$ cat src/rtl/rf_pkg.sv
// Shared definitions for the register-file write path: data/address widths,
// the write-port controller state encoding and the writeback request record.
package rf_pkg;

    localparam int XLEN = 32;
    localparam int AW   = 5;

    typedef enum logic [1:0] {
        RST  = 2'd0,
        INIT = 2'd1,
        RUN  = 2'd2
    } state_t;

    // One writeback request as presented by a requester (also used by the
    // core's writeback mux).
    typedef struct packed {
        logic [AW-1:0]   addr;
        logic [XLEN-1:0] data;
    } wr_req_t;

endpackage

$ cat src/rtl/rr_arb2.sv
// Two-requester round-robin arbiter. The pointer names the port that wins the
// next contended cycle; it moves to the loser only when update is asserted.
module rr_arb2 (
    input  logic       clk,
    input  logic       reset,
    input  logic [1:0] req,
    input  logic       update,
    output logic [1:0] grant
);

    logic ptr;

    // Grant the lone requester, or the pointed-to port when both ask.
    always_comb begin
        grant = 2'b00;
        if (req == 2'b11) begin
            grant = ptr ? 2'b10 : 2'b01;
        end else begin
            grant = req;
        end
    end

    // After a contended grant, point at the port that lost (port 1 if port 0 won).
    always_ff @(posedge clk) begin
        if (!reset) begin
            ptr <= 1'b0;
        end else if (update) begin
            ptr <= grant[0];
        end
    end

endmodule

$ cat src/rtl/rf_wb_arbiter.sv
// Owner of the register file write port: zero-sweeps x1..x(NREG-1) after
// reset, then shares the port between the execute and load writeback paths.
module rf_wb_arbiter #(
    parameter int XLEN       = rf_pkg::XLEN,
    parameter int AW         = rf_pkg::AW,
    parameter bit INIT_CLEAR = 1'b1
) (
    input  logic            clk,
    input  logic            reset,
    input  logic            wr0_valid,
    input  logic [AW-1:0]   wr0_addr,
    input  logic [XLEN-1:0] wr0_data,
    output logic            wr0_ready,
    input  logic            wr1_valid,
    input  logic [AW-1:0]   wr1_addr,
    input  logic [XLEN-1:0] wr1_data,
    output logic            wr1_ready,
    output logic            rf_we,
    output logic [AW-1:0]   rf_addr,
    output logic [XLEN-1:0] rf_wdata,
    output logic            init_busy
);

    import rf_pkg::*;

    localparam logic [AW-1:0] LAST_REG = {AW{1'b1}};

    state_t        state;
    state_t        state_next;
    logic [AW-1:0] cnt;
    logic          run;
    logic          sweep;
    logic [1:0]    req;
    logic [1:0]    grant;
    logic          contended;
    logic          handshake;
    wr_req_t       sel;

    assign run       = (state == RUN);
    // The first edge after reset release already writes x1, so the sweep
    // step is active in RST as well as INIT.
    assign sweep     = INIT_CLEAR && (state == RST || state == INIT);
    assign req       = run ? {wr1_valid, wr0_valid} : 2'b00;
    assign contended = run && wr0_valid && wr1_valid;
    assign handshake = |grant;
    assign wr0_ready = grant[0];
    assign wr1_ready = grant[1];
    assign init_busy = !run;
    assign sel       = grant[1] ? '{addr: wr1_addr, data: wr1_data}
                                : '{addr: wr0_addr, data: wr0_data};

    rr_arb2 u_arb (
        .clk    (clk),
        .reset  (reset),
        .req    (req),
        .update (contended),
        .grant  (grant)
    );

    // State register.
    always_ff @(posedge clk) begin
        if (!reset) begin
            state <= RST;
        end else begin
            state <= state_next;
        end
    end

    // Next-state: leave RST on release, finish the sweep on the last register.
    always_comb begin
        state_next = state;
        case (state)
            RST:     state_next = INIT_CLEAR ? ((cnt == LAST_REG) ? RUN : INIT) : RUN;
            INIT:    if (cnt == LAST_REG) state_next = RUN;
            RUN:     state_next = RUN;
            default: state_next = RST;
        endcase
    end

    // Sweep counter and registered write port; x0 writes are consumed silently.
    always_ff @(posedge clk) begin
        if (!reset) begin
            cnt      <= AW'(1);
            rf_we    <= 1'b0;
            rf_addr  <= '0;
            rf_wdata <= '0;
        end else if (sweep) begin
            rf_we    <= 1'b1;
            rf_addr  <= cnt;
            rf_wdata <= '0;
            cnt      <= cnt + AW'(1);
        end else if (handshake && sel.addr != '0) begin
            rf_we    <= 1'b1;
            rf_addr  <= sel.addr;
            rf_wdata <= sel.data;
        end else begin
            rf_we    <= 1'b0;
        end
    end

endmodule

$ cat config.mk
export PLATFORM = sky130hd
export DESIGN_NAME = rf_wb_arbiter
export DESIGN_NICKNAME = d
export VERILOG_FILES = /design/src/rtl/rf_pkg.sv /design/src/rtl/rr_arb2.sv /design/src/rtl/rf_wb_arbiter.sv
export SDC_FILE = /design/constraint.sdc
export NUM_CORES = 1
export LEC_CHECK = 0
export ABC_CLOCK_PERIOD_IN_PS = 2600
export CAP_MARGIN = 0
export CORE_ASPECT_RATIO = 1.25
export CORE_MARGIN = 4
export CORE_UTILIZATION = 63
export CTS_CLUSTER_SIZE = 8
export DETAILED_ROUTE_END_ITERATION = 10
export DONT_BUFFER_PORTS = 1
export MAX_ROUTING_LAYER = met4
export PLACE_DENSITY = 0.79
export SLEW_MARGIN = 40
export SYNTH_ARGS = -nofsm -noshare
export SYNTH_HDL_FRONTEND = slang
export SYNTH_SLANG_ARGS = --single-unit
$ cat constraint.sdc
create_clock -name clk -period 2.6 [get_ports clk]
set_input_delay 0.52 -clock clk [delete_from_list [all_inputs] [get_ports clk]]
set_output_delay 0.52 -clock clk [all_outputs]
set_load 0.01 [all_outputs]
## Word level (Yosys, flattened, before mapping)

Cells that the tools add are included.

| cells by class | value |
|---|---|
| equality and inequality tests | 5 |
| bitwise gates (word level) | 1 |
| reduce and logical (&&, ||, !) cells | 10 |
| muxes and demuxes | 11 |
| add/subtract/negate cells | 1 |

Operators by type and width:

| operator | number |
|---|---|
| $mux 37 | 1 |
| $mux 2 | 5 |
| $mux 5 | 2 |
| $pmux 2 s3 | 1 |
| $add 5x1->5 const B | 1 |
| $eq 5x5->1 const B | 1 |
| $reduce_bool 5->1 | 1 |
| $eq 2x2->1 const B | 2 |
| $reduce_or 2->1 | 2 |
| $logic_and 1x1->1 | 3 |
| $eq 2x1->1 const B | 1 |
| $logic_not 2->1 | 1 |
| $mux 1 | 2 |
| $ne 2x1->1 const B | 1 |
| $reduce_bool 2->1 | 1 |
| $logic_not 1->1 | 1 |
| $logic_or 1x1->1 | 1 |
| $not 1->1 | 1 |

| storage, ports and cells | value |
|---|---|
| register bits after elaboration | 46 |
| bits of input ports | 78 |
| output and inout port bits | 41 |

## Longest topological paths before layout

| depth | value |
|---|---|
| depth after elaboration | 9 |
| gate-level depth with buffers | 9 |
| gate-level depth less buffers | 6 |

## Cells and area by module

A second synthesis with hierarchy kept.

| unflattened totals | value |
|---|---|
| cell total of the unflattened synthesis | 293 |
| area, all modules | 2544.9 sq um |

By module, submodules not included:

| module | area each (sq um) | times used | cells each | seq. area each (sq um) |
|---|---|---|---|---|
| rf_wb_arbiter | 2484.9 | 1 | 287 | 900.9 |
| rr_arb2 | 60.1 | 1 | 6 | 20.0 |

## Least setup slack after synthesis

No wires, ideal clock.

| timing | value |
|---|---|
| path kind | flip-flop to output port |
| start point | register state[0] |
| end point | output port wr0_ready |
| arrival time | 1.573 ns |
| setup slack | 0.507 ns |
| buffers on the path | 2 |
| data required time | 2.080 ns |
| cell stages (with the launch flop) | 9 |
| path through | dfxtp_1 inv_1 ha_1 and2_1 buf_6 clkbuf_1 nand2_1 inv_1 nor2_1 |

| between the ends | value |
|---|---|
| word-level cells in the longest chain between the ends | 4 |

RTL lines:

| element | RTL line | RTL |
|---|---|---|
| start, declared | rf_wb_arbiter.sv:28 | `state_t state;` |
| start signal, assigned | rf_wb_arbiter.sv:65 | `state <= state_next;` |
| $eq 2x2->1 (*) | rf_wb_arbiter.sv:39 | `assign run = (state == RUN);` |
| $mux 2 (*) | rf_wb_arbiter.sv:43 | `assign req = run ? {wr1_valid, wr0_valid} : 2'b00;` |
| $eq 2x2->1 | rr_arb2.sv:16 | `if (req == 2'b11) begin` |
| $mux 2 (*) | rr_arb2.sv:16 |  |
| end, declared | rf_wb_arbiter.sv:13 | `output logic wr0_ready,` |

Mark *: on every way between the ends. The rest lies on a longest branch, timed or not.

## Final worst setup path

Ends and elaborated chain as after synthesis.

==> impl_table.tex <==
\begin{tabular}{lr}
\hline
Metric & Value \\
\hline
\multicolumn{2}{l}{\textbf{Clock network}} \\
\quad Clock slew at the register clock pins of the worst setup and hold paths & roughly 90 ps \\
\quad Clock root buffer master & sky130\_fd\_sc\_hd\_\_clkbuf\_8 \\
\quad CTS hold repair buffers & 0 \\
\quad CTS resizes & 0 \\
\quad Number of H-tree levels & 2 \\
\quad Clock latency reported for the late side of the worst-skew pair & between 200 and 300 ps \\
\quad Num Clock Sinks & 46 \\
\quad CTS tree & done \\
\quad Number of buffers created by CTS & 5 \\
\quad Buffers inserted by post-CTS timing repair & 0 \\
\quad Bufs on Longest Clock Path & 2 \\
\multicolumn{2}{l}{\textbf{STA}} \\
\quad Smallest hold slack & 287 ps \\
\quad Worst Clk Skew & about 4.7 ps \\
\quad Fraction of the cycle the final worst path needs & 90.2\% \\
\quad Number of failing hold endpoints at the final stage & 0 \\
\quad Total count of max-transition violations in the final report & 0 \\
\quad Worst slew pin tran & 659 ps \\
\quad Final critical path time including I/O delays and setup & 2350 ps \\
\quad Setup tns final & 0 ps \\
\quad RSZ-0062 raised after global routing & no \\
\quad Final-report setup violation count & 0 \\
\quad Max-Slew Margin vs Limit & 55.8\% \\
\quad Achievable frequency & 426 MHz \\
\multicolumn{2}{l}{\textbf{GRT}} \\
\quad Wire length of the first global-routing pass & around 11000 µm \\
\quad Antenna violations before repair & 0 \\
\quad Number of global-route vias before repair & 2369 \\
\quad Global-route met2 utilization & 44.2\% \\
\quad Global Route Usage Sum & 26.4\% \\
\quad Most heavily used metal layer in global routing & met2 \\
\quad Largest net degree at the start of global routing & 37 \\
\quad Overflow left after global routing & 0 \\
\quad Met1 usage & $\sim$29\% \\
\quad Met3 track utilization from global routing & under 10\% \\
\multicolumn{2}{l}{\textbf{Worst setup path}} \\
\quad Crit Path Max Fanout & 8 \\
\quad Length in cells of the worst reg-to-reg path & 7 \\
\quad Nature of the critical path startpoint & flop \\
\quad Critical Setup Path Class & flop to output port \\
\quad Data required time at the worst endpoint & 2080 ps \\
\quad Critical Path AT & 1830 ps \\
\quad Kind of end point of the critical path & output port \\
\multicolumn{2}{l}{\textbf{Yosys}} \\
\quad Net Count, Synth & 416 \\
\quad Mapped Area & 2750 µm² \\
\quad Number of library cell types mapped by synthesis & 41 \\
\quad Basic-gate share of the synthesized area counting and, or, nand and nor cells & 20.0\% \\
\quad Mux contribution to synthesized area & between 10\% and 20\% \\
\quad Number of enable-type register cells in the synthesized netlist & 0 \\
\quad Synth Area in Adders & 2.73\% \\
\quad Synthesis-stage register bit count & between 40 and 50 \\
\quad Largest area contributor in the synthesized netlist & sky130\_fd\_sc\_hd\_\_dfxtp\_1 \\
\quad Synth top area share & 33.4\% \\
\quad Synthesized instance count & 332 \\
\quad Area share of xor/xnor cells in the synthesized design & under 10\% \\
\quad Most area-consuming cells after synthesis & sky130\_fd\_sc\_hd\_\_dfxtp\_1, sky130\_fd\_sc\_hd\_\_mux2i\_1, sky130\_fd\_sc\_hd\_\_a21o\_1 \\
\quad Warnings from Yosys & 0 \\
\quad Compound-cell area share of the yosys netlist & between 20\% and 30\% \\
\quad Ys flop type & sky130\_fd\_sc\_hd\_\_dfxtp\_1 \\
\quad Register area share after synthesis & 33.4\% \\
\quad Async S/R FF share, synth & 0\% \\
\quad Avg Cell Area, Syn & about 8.3 µm² \\
\quad Main combinational cell family by area after synthesis & compound AO/OA/AOI/OAI gates \\
\multicolumn{2}{l}{\textbf{Outcome}} \\
\quad Status & completed \\
\multicolumn{2}{l}{\textbf{Finish}} \\
\quad Layout area overhead & 2.77\% \\
\quad Most common cell after layout, fill and taps aside & sky130\_fd\_sc\_hd\_\_dfxtp\_1 \\
\quad Highest-count cells in the layout ignoring fill and taps & sky130\_fd\_sc\_hd\_\_dfxtp\_1, sky130\_fd\_sc\_hd\_\_nand2\_1, sky130\_fd\_sc\_hd\_\_o21ai\_0 \\
\quad Layout filler cell count & 375 \\
\quad Number of antenna repair diodes & 0 \\
\quad Area of all sequential standard cells & between 900 and 1000 µm² \\
\quad Core occupancy in the finished layout & 68.0\% \\
\quad Area taken by multi-input logic gates & about 1600 µm² \\
\quad Post-route cell area & 2830 µm² \\
\quad Post-route non-filler standard cell count & 375 \\
\quad Layout cell share with drive strength beyond 1 & around 8.8\% \\
\quad Post-layout net count & 402 \\
\multicolumn{2}{l}{\textbf{Power}} \\
\quad Cell area power density & 836 nW/µm² \\
\quad Leakage power summed over all cells & 1.14 nW \\
\quad Worst supply voltage drop on vdd & just under 0.0008 V \\
\multicolumn{2}{l}{\textbf{Detailed routing}} \\
\quad First-iteration detailed-routing DRC count & 135 \\
\quad Vias after detailed routing & 2418 \\
\quad Final wirelength & 6900 µm \\
\quad First-pass iteration count of the detailed router & 4 \\
\quad Average wire per standard cell & 18.4 µm \\
\quad Number of remaining DRC errors & 0 \\
\quad Antenna Violating Nets Remaining & 0 \\
\quad Routed via count divided by cell count & 6.45 \\
\multicolumn{2}{l}{\textbf{Floorplan}} \\
\quad Die Span X & 67.1 µm \\
\quad Die outline height & 81.9 µm \\
\quad Placement row count & 26 \\
\quad Core Region & 4160 µm² \\
\quad Area enclosed by the die boundary & roughly 5500 µm² \\
\quad Number of top-level design ports & $\sim$120 \\
\quad Starting density of the core & 66.1\% \\
\multicolumn{2}{l}{\textbf{Place}} \\
\quad Cell area after placement & roughly 2700 µm² \\
\quad Final GP Congestion & around 0.82 \\
\quad HPWL Detailed & 4920 µm \\
\quad Number of placed cells counting well taps & around 370 \\
\quad Number of buffer cells added on primary ports & 0 \\
\multicolumn{2}{l}{\textbf{Run}} \\
\quad Number of maximum-capacitance violations & 0 \\
\multicolumn{2}{l}{\textbf{Hold path}} \\
\quad Type of the worst min-delay path & input port to flop \\
\quad Hold Path Depth & 1 \\
\hline
\end{tabular}
[stage by stage]
step	worst slack (ps)	total power [mW]
2_1_floorplan	507	1.72
3_3_place_gp	529	1.85
3_5_place_dp	482	1.86
4_1_cts	264	2.38
5_1_grt	164	2.55
6_report	254	2.37
[worst max-delay path: stages, from the launching register on]
cell and delay (ps):
sky130_fd_sc_hd__dfxtp_1 390, sky130_fd_sc_hd__inv_1 90, sky130_fd_sc_hd__ha_1 300, sky130_fd_sc_hd__and2_2 240
sky130_fd_sc_hd__nand2_1 170, sky130_fd_sc_hd__inv_1 120, sky130_fd_sc_hd__nor2_1 210
[final timing paths]
path,startpoint,end,slack [ps]
worst min register to register,cnt[1],cnt[1],510
worst max register to register,state[0],rf_wdata[20],450
worst max-delay path,state[0],wr0_ready,250
worst min-delay path,reset,cnt[0],290
[layer usage]
layer,vias to the layer above,share of wire (%),routed length [µm]
met5,-,0,0
met4,0,1.8,123
met3,14,8.4,580
met2,113,51,3500
met1,1131,39,2690
li1,1160,-,-
[power breakdown]
part           total [mW]  internal (mW)  switching, mW
Combinational       0.939          0.372          0.568
Clock               0.520          0.283          0.237
Sequential          0.908          0.801          0.106
[state kept, by name, indices dropped and copies added (netlist names)]
register   flops
rf_wdata      32
cnt            5
state          2
rf_addr        5
rf_we          1
u_arb.ptr      1
[Yosys cell counts, drive strengths merged (3+ instances only)]
cell and number:
a21boi 3, a21o 32, a21oi 5, a31oi 4, a41oi 3, and2 5, and3 5, buf 8
clkbuf 23, dfxtp 46, ha 6, inv 4, mux2i 32, nand2 43, nand2b 3, nand3 34
nor3b 3, nor4 3, o21ai 41, or4 4, xnor2 4
[kinds of logic after synthesis]
group | count (synthesis)
AO/OA/AOI/OAI | 99
XOR/XNOR | 4
adder cells (fa/ha/maj) | 6
buffers and inverters | 35
flip-flops | 46
multiplexers | 32
AND/OR/NAND/NOR | 110
[final cells by class]
type,instances,area share (%)
clock buffer,5,2.43
clock inverter,3,1.41
sequential,46,32.5
tap,56,2.48
inverter,4,0.531
multi-input combinational,251,58.0
timing repair buffer,10,2.65
Power figures use the tool's default switching activity.
